`src/rtl/demosaic_mul_pipe.sv`:
```
// Pipelined signed x unsigned multiplier with round/shift/narrow and valid/ready + ce flow control.
// Define DEMOSAIC_MUL_SAT_EN to clip the result to OUT_WIDTH and flag it on out_sat; otherwise it wraps.
module demosaic_mul_pipe #(
    parameter int ID        = 1,
    parameter int A_WIDTH   = 8,
    parameter int B_WIDTH   = 18,
    parameter int SHIFT     = 0,
    parameter int OUT_WIDTH = 26,
    parameter int NUM_STAGE = 3
) (
    input  logic                 clk,
    input  logic                 reset,
    input  logic                 ce,
    input  logic                 in_valid,
    output logic                 in_ready,
    input  logic [A_WIDTH-1:0]   din0,
    input  logic [B_WIDTH-1:0]   din1,
    output logic                 out_valid,
    input  logic                 out_ready,
    output logic [OUT_WIDTH-1:0] dout,
    output logic                 out_sat
);

    localparam int FW = A_WIDTH + B_WIDTH;
    localparam int RND_SH = (SHIFT > 0) ? SHIFT - 1 : 0;
    localparam logic [FW:0] RND = (SHIFT > 0) ? ((FW + 1)'(1) << RND_SH) : '0;

    // Handshake: a stage moves only when ce is high and the output slot is empty or being taken.
    // in_ready equals that advance strobe; an input transfers on in_valid & in_ready, an output on
    // out_valid & out_ready while ce is high.
    logic                 adv;
    logic [NUM_STAGE-1:0] vld;
    logic signed [FW-1:0] full_c;

    assign adv       = ce & (~out_valid | out_ready);
    assign in_ready  = adv;
    assign out_valid = vld[NUM_STAGE-1];
    assign full_c    = $signed({{B_WIDTH{din0[A_WIDTH-1]}}, din0})
                     * $signed({{A_WIDTH{1'b0}}, din1});

    // Rounding add is one bit wider than the product so it cannot overflow.
    function automatic logic signed [FW:0] round_shift(input logic signed [FW-1:0] full);
        logic signed [FW:0] ext;
        ext = {full[FW-1], full} + RND;
        return ext >>> SHIFT;
    endfunction

`ifdef DEMOSAIC_MUL_SAT_EN
    localparam int NW = OUT_WIDTH + 1;
    localparam logic signed [FW:0] MAXV =
        $signed({{(FW + 2 - OUT_WIDTH){1'b0}}, {(OUT_WIDTH - 1){1'b1}}});
    localparam logic signed [FW:0] MINV = ~MAXV;
    localparam logic [OUT_WIDTH-1:0] MAXO = {1'b0, {(OUT_WIDTH - 1){1'b1}}};

    // Returns {clipped, value}.
    function automatic logic [NW-1:0] narrow(input logic signed [FW-1:0] full);
        logic signed [FW:0] r;
        r = round_shift(full);
        if (r > MAXV) begin
            return {1'b1, MAXO};
        end else if (r < MINV) begin
            return {1'b1, ~MAXO};
        end
        return {1'b0, OUT_WIDTH'(r)};
    endfunction
`else
    localparam int NW = OUT_WIDTH;

    function automatic logic [NW-1:0] narrow(input logic signed [FW-1:0] full);
        return OUT_WIDTH'(round_shift(full));
    endfunction
`endif

    logic [NW-1:0] res_q;

    always_ff @(posedge clk or posedge reset) begin
        if (reset) begin
            vld <= '0;
        end else if (adv) begin
            vld <= NUM_STAGE'({vld, in_valid});
        end
    end

    generate
        if (NUM_STAGE == 1) begin : g_single
            always_ff @(posedge clk or posedge reset) begin
                if (reset) begin
                    res_q <= '0;
                end else if (adv) begin
                    res_q <= narrow(full_c);
                end
            end
        end else begin : g_deep
            // pipe[0] holds the raw product; later entries are retiming registers.
            logic signed [FW-1:0] pipe [NUM_STAGE-1];

            always_ff @(posedge clk or posedge reset) begin
                if (reset) begin
                    for (int k = 0; k < NUM_STAGE - 1; k++) begin
                        pipe[k] <= '0;
                    end
                    res_q <= '0;
                end else if (adv) begin
                    pipe[0] <= full_c;
                    for (int k = 1; k < NUM_STAGE - 1; k++) begin
                        pipe[k] <= pipe[k-1];
                    end
                    res_q <= narrow(pipe[NUM_STAGE-2]);
                end
            end
        end
    endgenerate

    assign dout = res_q[OUT_WIDTH-1:0];

`ifdef DEMOSAIC_MUL_SAT_EN
    assign out_sat = res_q[OUT_WIDTH];
`else
    assign out_sat = 1'b0;
`endif

endmodule
```
`config.mk`:
```
export PLATFORM = sky130hd
export DESIGN_NAME = demosaic_mul_pipe
export DESIGN_NICKNAME = d
export VERILOG_FILES = /design/src/rtl/demosaic_mul_pipe.sv
export SDC_FILE = /design/constraint.sdc
export NUM_CORES = 1
export LEC_CHECK = 0
export CORE_ASPECT_RATIO = 0.5
export CORE_MARGIN = 5
export CORE_UTILIZATION = 62
export CTS_BUF_LIST = sky130_fd_sc_hd__clkbuf_2
export CTS_CLUSTER_DIAMETER = 120
export DETAILED_ROUTE_END_ITERATION = 7
export HOLD_SLACK_MARGIN = 0.06
export PLACE_DENSITY = 0.85
export SLEW_MARGIN = 20
export SYNTH_ARGS = -nofsm -noshare
export SYNTH_HDL_FRONTEND = slang
export SYNTH_SLANG_ARGS = --single-unit
```
`constraint.sdc`:
```
create_clock -name clk -period 3.1 [get_ports clk]
set_input_delay 0.62 -clock clk [delete_from_list [all_inputs] [get_ports clk]]
set_output_delay 0.62 -clock clk [all_outputs]
set_load 0.02 [all_outputs]
```
==> results.sh, run 1 <==
export IMPL_status="complete, but fails checks"
export IMPL_failed_checks="setup timing"
export IMPL_cts_htree_levels=3
export IMPL_final_cell_mix="nand2_1, inv_1, buf_4"
export IMPL_coreArea_sq_um=12550
export IMPL_drc=0
export IMPL_async_flop_share=1.000
export IMPL_fin_ws_ns=-1.531
export IMPL_antenna_found_initial=0
export IMPL_sw_frac_of_total=0.4767
export IMPL_path_delay_family="adder cells"
export IMPL_hold_violations=0
export IMPL_cts_sinks=81
export IMPL_worstPathRequired_ns=3.52
export IMPL_place_ws_ns=-2.234
export IMPL_critPathLaunchType="primary input"
export IMPL_rsz0062_at_grt="true"
export IMPL_drive_gt1_frac=0.2748
export IMPL_die_h_microns=89.78
export IMPL_drv_cap=0
export IMPL_fp_row_count=29
export IMPL_synth_area_sq_um=7893
export IMPL_gp_congestion=0.9419
export IMPL_vias=7222
export IMPL_ios=60
export IMPL_synthCells=905
export IMPL_crit_top_cell="fa_1"
export IMPL_finalPower_mw=10.30
export IMPL_final_setup_skew_ns=0.03255
export IMPL_p_sw_mw=4.911
export IMPL_cts_tree="yes"
export IMPL_p_leak_nw=5.285
export IMPL_wl_per_cell_microns=19.94
export IMPL_finalMaxSlewViolations=0
export IMPL_crit_buf_inv=6
export IMPL_path_clk_slew_ns=0.21
export IMPL_fin_nets=1262
export IMPL_end_kind="flip-flop"
export IMPL_worst_pin_slew_ns=0.9769
export IMPL_port_buffers=58
export IMPL_min_period_ns=4.631
export IMPL_cts_root_buf="clkbuf_2"
export IMPL_path_class="in -> reg"
export IMPL_grt_pass1_vias=7078
export IMPL_fin_tns_setup_ns=-23.53
export IMPL_worstPathMaxFanout=7
export IMPL_die_x_microns=169.6
export IMPL_ant_nets=0
export IMPL_critical_path_slowest_cell="fa_1"
export IMPL_viasPerCell=5.791
export IMPL_fmax_ghz=0.2159
export IMPL_path_cells="buf_8, clkinvlp_4, buf_8, buf_12, nor2_4, fa_1, fa_1, fa_1, inv_2, fa_1, inv_2, ha_4, a21o_1, a21o_1, a21oi_2, nor3b_4, a211oi_2, o21a_1, o31ai_2"
export IMPL_hold_slack_ns=0.4573
export IMPL_power_frac_seq=0.167
export IMPL_setup_violations=21
export IMPL_wl_microns=24860
export IMPL_gr_usage_all_layers=0.2817
export IMPL_cts_path_max_buffers=2
export IMPL_start_util=0.6287
export IMPL_pwr_share_comb=0.784
export IMPL_grt_pass1_wl_microns=34750
export IMPL_synth_cell_types=49
export IMPL_grt_start_max_net_pins=103
export IMPL_internal_power_mw=5.390
export IMPL_numCtsBuffers=9
export IMPL_n_antenna_cell=0
export IMPL_hpwl_microns=15250
export IMPL_r2r_slack_ns=1.01
export IMPL_yosysSeqAreaShare=0.2568
export IMPL_syn_num_nets=1093
export IMPL_peakVddDrop_uv=627.5
export IMPL_fillers=665
export IMPL_pwr_share_clk=0.049
export IMPL_area_growth_syn_to_layout_pct=31.97
export IMPL_drtPass1Iterations=7
export IMPL_min_path_type="in -> async"
export IMPL_cpPeakStageDelay_ns=0.57
export IMPL_p_per_area_nw_per_um2=988.9
export IMPL_ys_seq_elements=81
export IMPL_slew_headroom=0.3487
export IMPL_clk_latency_ns=0.51
export IMPL_synth_ff_type="dfrtp_1"
export IMPL_drtIter0Drc=791
export IMPL_arrival_ns=5.05
export IMPL_avgSynthCellArea_sq_um=8.721
export IMPL_grt_ovfl_total=0
export IMPL_synth_edff_count=0
export IMPL_die_area_sq_um=15220
export IMPL_finalCritPeriodShare=1.494
export IMPL_synth_warnings=0
export IMPL_final_common_cell="nand2_1"
-- power by group through the flow --
| stage | Clock, mW | Sequential, mW | Combinational [mW] |
|---|---|---|---|
| 6_report | 0.504 | 1.72 | 8.07 |
| 4_1_cts | 0.499 | 1.72 | 6.68 |
| 5_1_grt | 0.549 | 1.78 | 8.47 |
| 3_5_place_dp | 0 | 1.74 | 5.81 |
| 2_1_floorplan | 0 | 1.86 | 3.42 |
| 3_3_place_gp | 0 | 1.73 | 5.55 |
-- Yosys cell counts, drive strengths merged, types with 5 or more instances --
library cell,number,area (sq um)
fa,97,1942
dfrtp,81,2027
buf,7,31.28
nand2,236,885.9
o21a,5,37.54
xnor2,11,96.34
nor2,24,90.09
and2,109,681.9
ha,60,750.7
inv,148,555.5
clkbuf,22,82.58
a21oi,22,125.1
a21o,6,45.04
o21ai,26,137.6
-- flip-flops by register name (all words and copies together) (netlist names) --
| signal | flops |
|---|---|
| dout | 26 |
| g_deep.pipe | 52 |
| vld | 3 |
-- worst paths after layout --
| kind | startpoint | end | depth (start not counted) |
|---|---|---|---|
| min in group clk | g_deep.pipe[26]$_DFFE_PP0P_ | g_deep.pipe[0]$_DFFE_PP0P_ | 2 |
| worst max register to register | vld[2]$_DFFE_PP0P_ | g_deep.pipe[46]$_DFFE_PP0P_ | 6 |
| worst min register to register | g_deep.pipe[26]$_DFFE_PP0P_ | g_deep.pipe[0]$_DFFE_PP0P_ | 2 |
| max in group asynchronous | reset | dout[25]$_DFFE_PP0P_ | 3 |
| worst min-delay path | reset | g_deep.pipe[36]$_DFFE_PP0P_ | 2 |
| worst max-delay path | din0[7] | g_deep.pipe[50]$_DFFE_PP0P_ | 19 |
-- layout make-up --
| class | count | area [sq um] | area share |
|---|---|---|---|
| tap | 170 | 212.7 | 0.02042 |
| clock buffer | 9 | 45.04 | 0.004324 |
| multi-input combinational | 647 | 5836 | 0.5602 |
| inverter | 148 | 560.5 | 0.05381 |
| sequential | 81 | 2027 | 0.1946 |
| timing repair buffer | 187 | 1687 | 0.1619 |
| clock inverter | 5 | 48.80 | 0.004685 |
-- logic make-up (layout without fill, tap and decap cells) --
logic type,after synthesis,in the layout,synth area share
xor gates and xnor gates,15,15,0.01664
and+or+nand+nor,394,394,0.2303
other,1,1,0.0004751
DFF,81,81,0.2568
adders and majority gates,157,157,0.3412
buffers and inverters,177,349,0.08481
muxes,1,1,0.001268
AOI/OAI and AO/OA,79,79,0.06849
-- per-stage QoR --
| step | util | std cells | instance area [sq um] |
|---|---|---|---|
| detailed placement | 0.7558 | 1199 | 9489 |
| floorplan | - | 905 | 8143 |
| CTS | 0.8000 | 1237 | 10040 |
| global placement | 0.7558 | 1199 | 9489 |
| global route | 0.8297 | 1247 | 10420 |
| finish | 0.8297 | 1247 | 10420 |
-- per-layer routing --
layer	global-route usage	part of all wire	up-vias
met1	0.3855	0.38	3447
met2	0.4523	0.46	512
met3	0.04426	0.092	177
met5	0	0	-
met4	0.1172	0.067	0
li1	-	-	3086
-- repair_timing --
| action | CTS | global route |
|---|---|---|
| endpoints found under the setup margin | 22 | 21 |
| gates cloned | 2 | 0 |
| gates resized for setup | 169 | 100 |
| setup buffers | 23 | 18 |
| hold endpoints to repair | 0 | 0 |
| hold buffers | 0 | 0 |
| pin swaps | 66 | 65 |
(Power assumes the default switching activity.)
==> run 2, diff against run 1 <==
- SLEW_MARGIN: 20 -> 10
==> results of run 2 <==
No change in the layout: final DEF, timing and power equal those of run 1.
==> run 3, diff against run 2 <==
- CAP_MARGIN: default -> 20
- CORE_UTILIZATION: 62 -> 60
- PLACE_DENSITY: 0.85 -> 0.83
==> results.sh, run 3 (synthesized netlist as in run 1, its figures left out) <==
export IMPL_status="complete, but fails checks"
export IMPL_failed_checks="setup timing"
export IMPL_setup_violations=21
export IMPL_antenna_found_initial=0
export IMPL_die_h_microns=91.10
export IMPL_cts_htree_levels=3
export IMPL_path_clk_slew_ns=0.19
export IMPL_grt_pass1_vias=7658
export IMPL_worstPathMaxFanout=7
export IMPL_drv_cap=0
export IMPL_die_x_microns=172.2
export IMPL_drtIter0Drc=1087
export IMPL_worstPathRequired_ns=3.50
export IMPL_coreArea_sq_um=12770
export IMPL_start_util=0.6179
export IMPL_path_class="in -> reg"
export IMPL_end_kind="flip-flop"
export IMPL_largest_reg_flops=52
export IMPL_cts_root_buf="clkbuf_2"
export IMPL_p_per_area_nw_per_um2=1054
export IMPL_cts_path_max_buffers=2
export IMPL_final_common_cell="nand2_1"
export IMPL_rsz0062_at_grt="true"
export IMPL_fin_nets=1276
export IMPL_hold_slack_ns=0.4783
export IMPL_grt_start_max_net_pins=55
export IMPL_numCtsBuffers=9
export IMPL_ant_nets=0
export IMPL_cts_sinks=81
export IMPL_min_path_type="reg -> reg"
export IMPL_fin_ws_ns=-1.759
export IMPL_top_register="g_deep.pipe"
export IMPL_power_frac_seq=0.154
export IMPL_wl_per_cell_microns=23.45
export IMPL_n_antenna_cell=0
export IMPL_fmax_ghz=0.2058
export IMPL_arrival_ns=5.26
export IMPL_drc=0
export IMPL_port_buffers=58
export IMPL_placed_cells=1196
export IMPL_pwr_share_clk=0.046
export IMPL_finalMaxSlewViolations=0
export IMPL_ios=60
export IMPL_pwr_share_comb=0.801
export IMPL_cts_tree="yes"
export IMPL_clk_latency_ns=0.54
export IMPL_hold_violations=0
export IMPL_fin_tns_setup_ns=-25.63
export IMPL_sw_frac_of_total=0.4923
export IMPL_design_area_sq_um=10780
export IMPL_wl_microns=29610
export IMPL_peakVddDrop_uv=713.2
export IMPL_area_growth_syn_to_layout_pct=36.60
export IMPL_drtPass1Iterations=5
export IMPL_finalCritPeriodShare=1.568
export IMPL_fp_row_count=29
export IMPL_critPathLaunchType="primary input"
export IMPL_grt_pass1_wl_microns=39210
export IMPL_vias=7884
export IMPL_hpwl_microns=15050
export IMPL_fillers=598
export IMPL_post_dp_cell_area_sq_um=9504
export IMPL_slew_headroom=0.5148
export IMPL_internal_power_mw=5.770
export IMPL_gp_congestion=0.9020
export IMPL_gr_usage_all_layers=0.3167
export IMPL_worst_pin_slew_ns=0.7270
export IMPL_grt_ovfl_total=0
export IMPL_viasPerCell=6.242
export IMPL_fin_cells=1263
export IMPL_min_period_ns=4.859
export IMPL_p_sw_mw=5.595
export IMPL_drive_gt1_frac=0.3092
export IMPL_cts_hold_buf=0
export IMPL_p_leak_nw=5.429
export IMPL_die_area_sq_um=15690
export IMPL_place_ws_ns=-2.188
export IMPL_final_setup_skew_ns=0.02319
export IMPL_final_cell_mix="nand2_1, inv_1, buf_4"
==> run 3: cell count changes in the layout (fill, tap and decap cells not counted), sizes merged <==
cell / change
buf: +10
clkbuf: +4
clkdlybuf4s15: +1
dlygate4sd2: +1
==> run 3: repair_timing <==
| action | in CTS | in global routing |
|---|---|---|
| hold endpoints to repair | 0 | 0 |
| setup endpoints to repair | 22 | 21 |
| setup buffers | 39 | 23 |
| gates resized for setup | 203 | 102 |
| cloned | 2 | 0 |
| pin swaps | 87 | 72 |
==> run 3: per-layer routing <==
layer,GRT usage,part of all wire
met1,0.4184,0.35
met2,0.5019,0.43
met3,0.06334,0.13
met4,0.1583,0.089
met5,0,0
==> run 3: worst max-delay path, stage by stage <==
cell and delay, ns:
buf_4 0.16, buf_6 0.13, buf_4 0.16, and2_4 0.15, fa_1 0.67, fa_1 0.48
fa_1 0.51, inv_1 0.06, fa_1 0.50, inv_1 0.08, ha_4 0.23, a21oi_4 0.12
o21ai_2 0.08, or4_1 0.57, a32oi_2 0.30, nand2_2 0.14, xnor2_2 0.21, o21ai_1 0.10
==> run 3: final cells by class <==
| cell class | instances | area, sq um | share of cell area |
|---|---|---|---|
| tap | 170 | 212.7 | 0.01973 |
| multi-input combinational | 647 | 6013 | 0.5577 |
| timing repair buffer | 201 | 1867 | 0.1731 |
| inverter | 148 | 560.5 | 0.05199 |
| clock inverter | 5 | 46.29 | 0.004294 |
| clock buffer | 11 | 55.05 | 0.005106 |
| sequential | 81 | 2027 | 0.1880 |
==> run 3: final timing paths <==
check	start	to	slack, ns	cells past startpoint
setup / recovery	din0[6]	g_deep.pipe[49]$_DFFE_PP0P_	-1.76	18
hold / removal	g_deep.pipe[25]$_DFFE_PP0P_	dout[25]$_DFFE_PP0P_	0.48	2
setup reg to reg	vld[2]$_DFFE_PP0P_	g_deep.pipe[36]$_DFFE_PP0P_	0.92	6
hold reg to reg	g_deep.pipe[25]$_DFFE_PP0P_	dout[25]$_DFFE_PP0P_	0.48	2
max in group asynchronous	reset	g_deep.pipe[36]$_DFFE_PP0P_	1.96	3
min in group asynchronous	reset	dout[15]$_DFFE_PP0P_	0.49	2
==> run 3: through the flow <==
step / power (mW) / util
2_1_floorplan: 5.278 / -
3_3_place_gp: 7.277 / 0.7441
3_5_place_dp: 7.564 / 0.7441
4_1_cts: 9.285 / 0.8141
5_1_grt: 11.81 / 0.8441
6_report: 11.37 / 0.8441
==> run 3: power groups by stage <==
| stage | Combinational [mW] | Clock, mW | Sequential, mW |
|---|---|---|---|
| after CTS | 7.04 | 0.520 | 1.73 |
| after global routing | 9.45 | 0.576 | 1.79 |
| final | 9.10 | 0.520 | 1.75 |
| after detailed placement | 5.81 | 0 | 1.76 |
| after floorplan | 3.42 | 0 | 1.86 |
| after global placement | 5.55 | 0 | 1.73 |
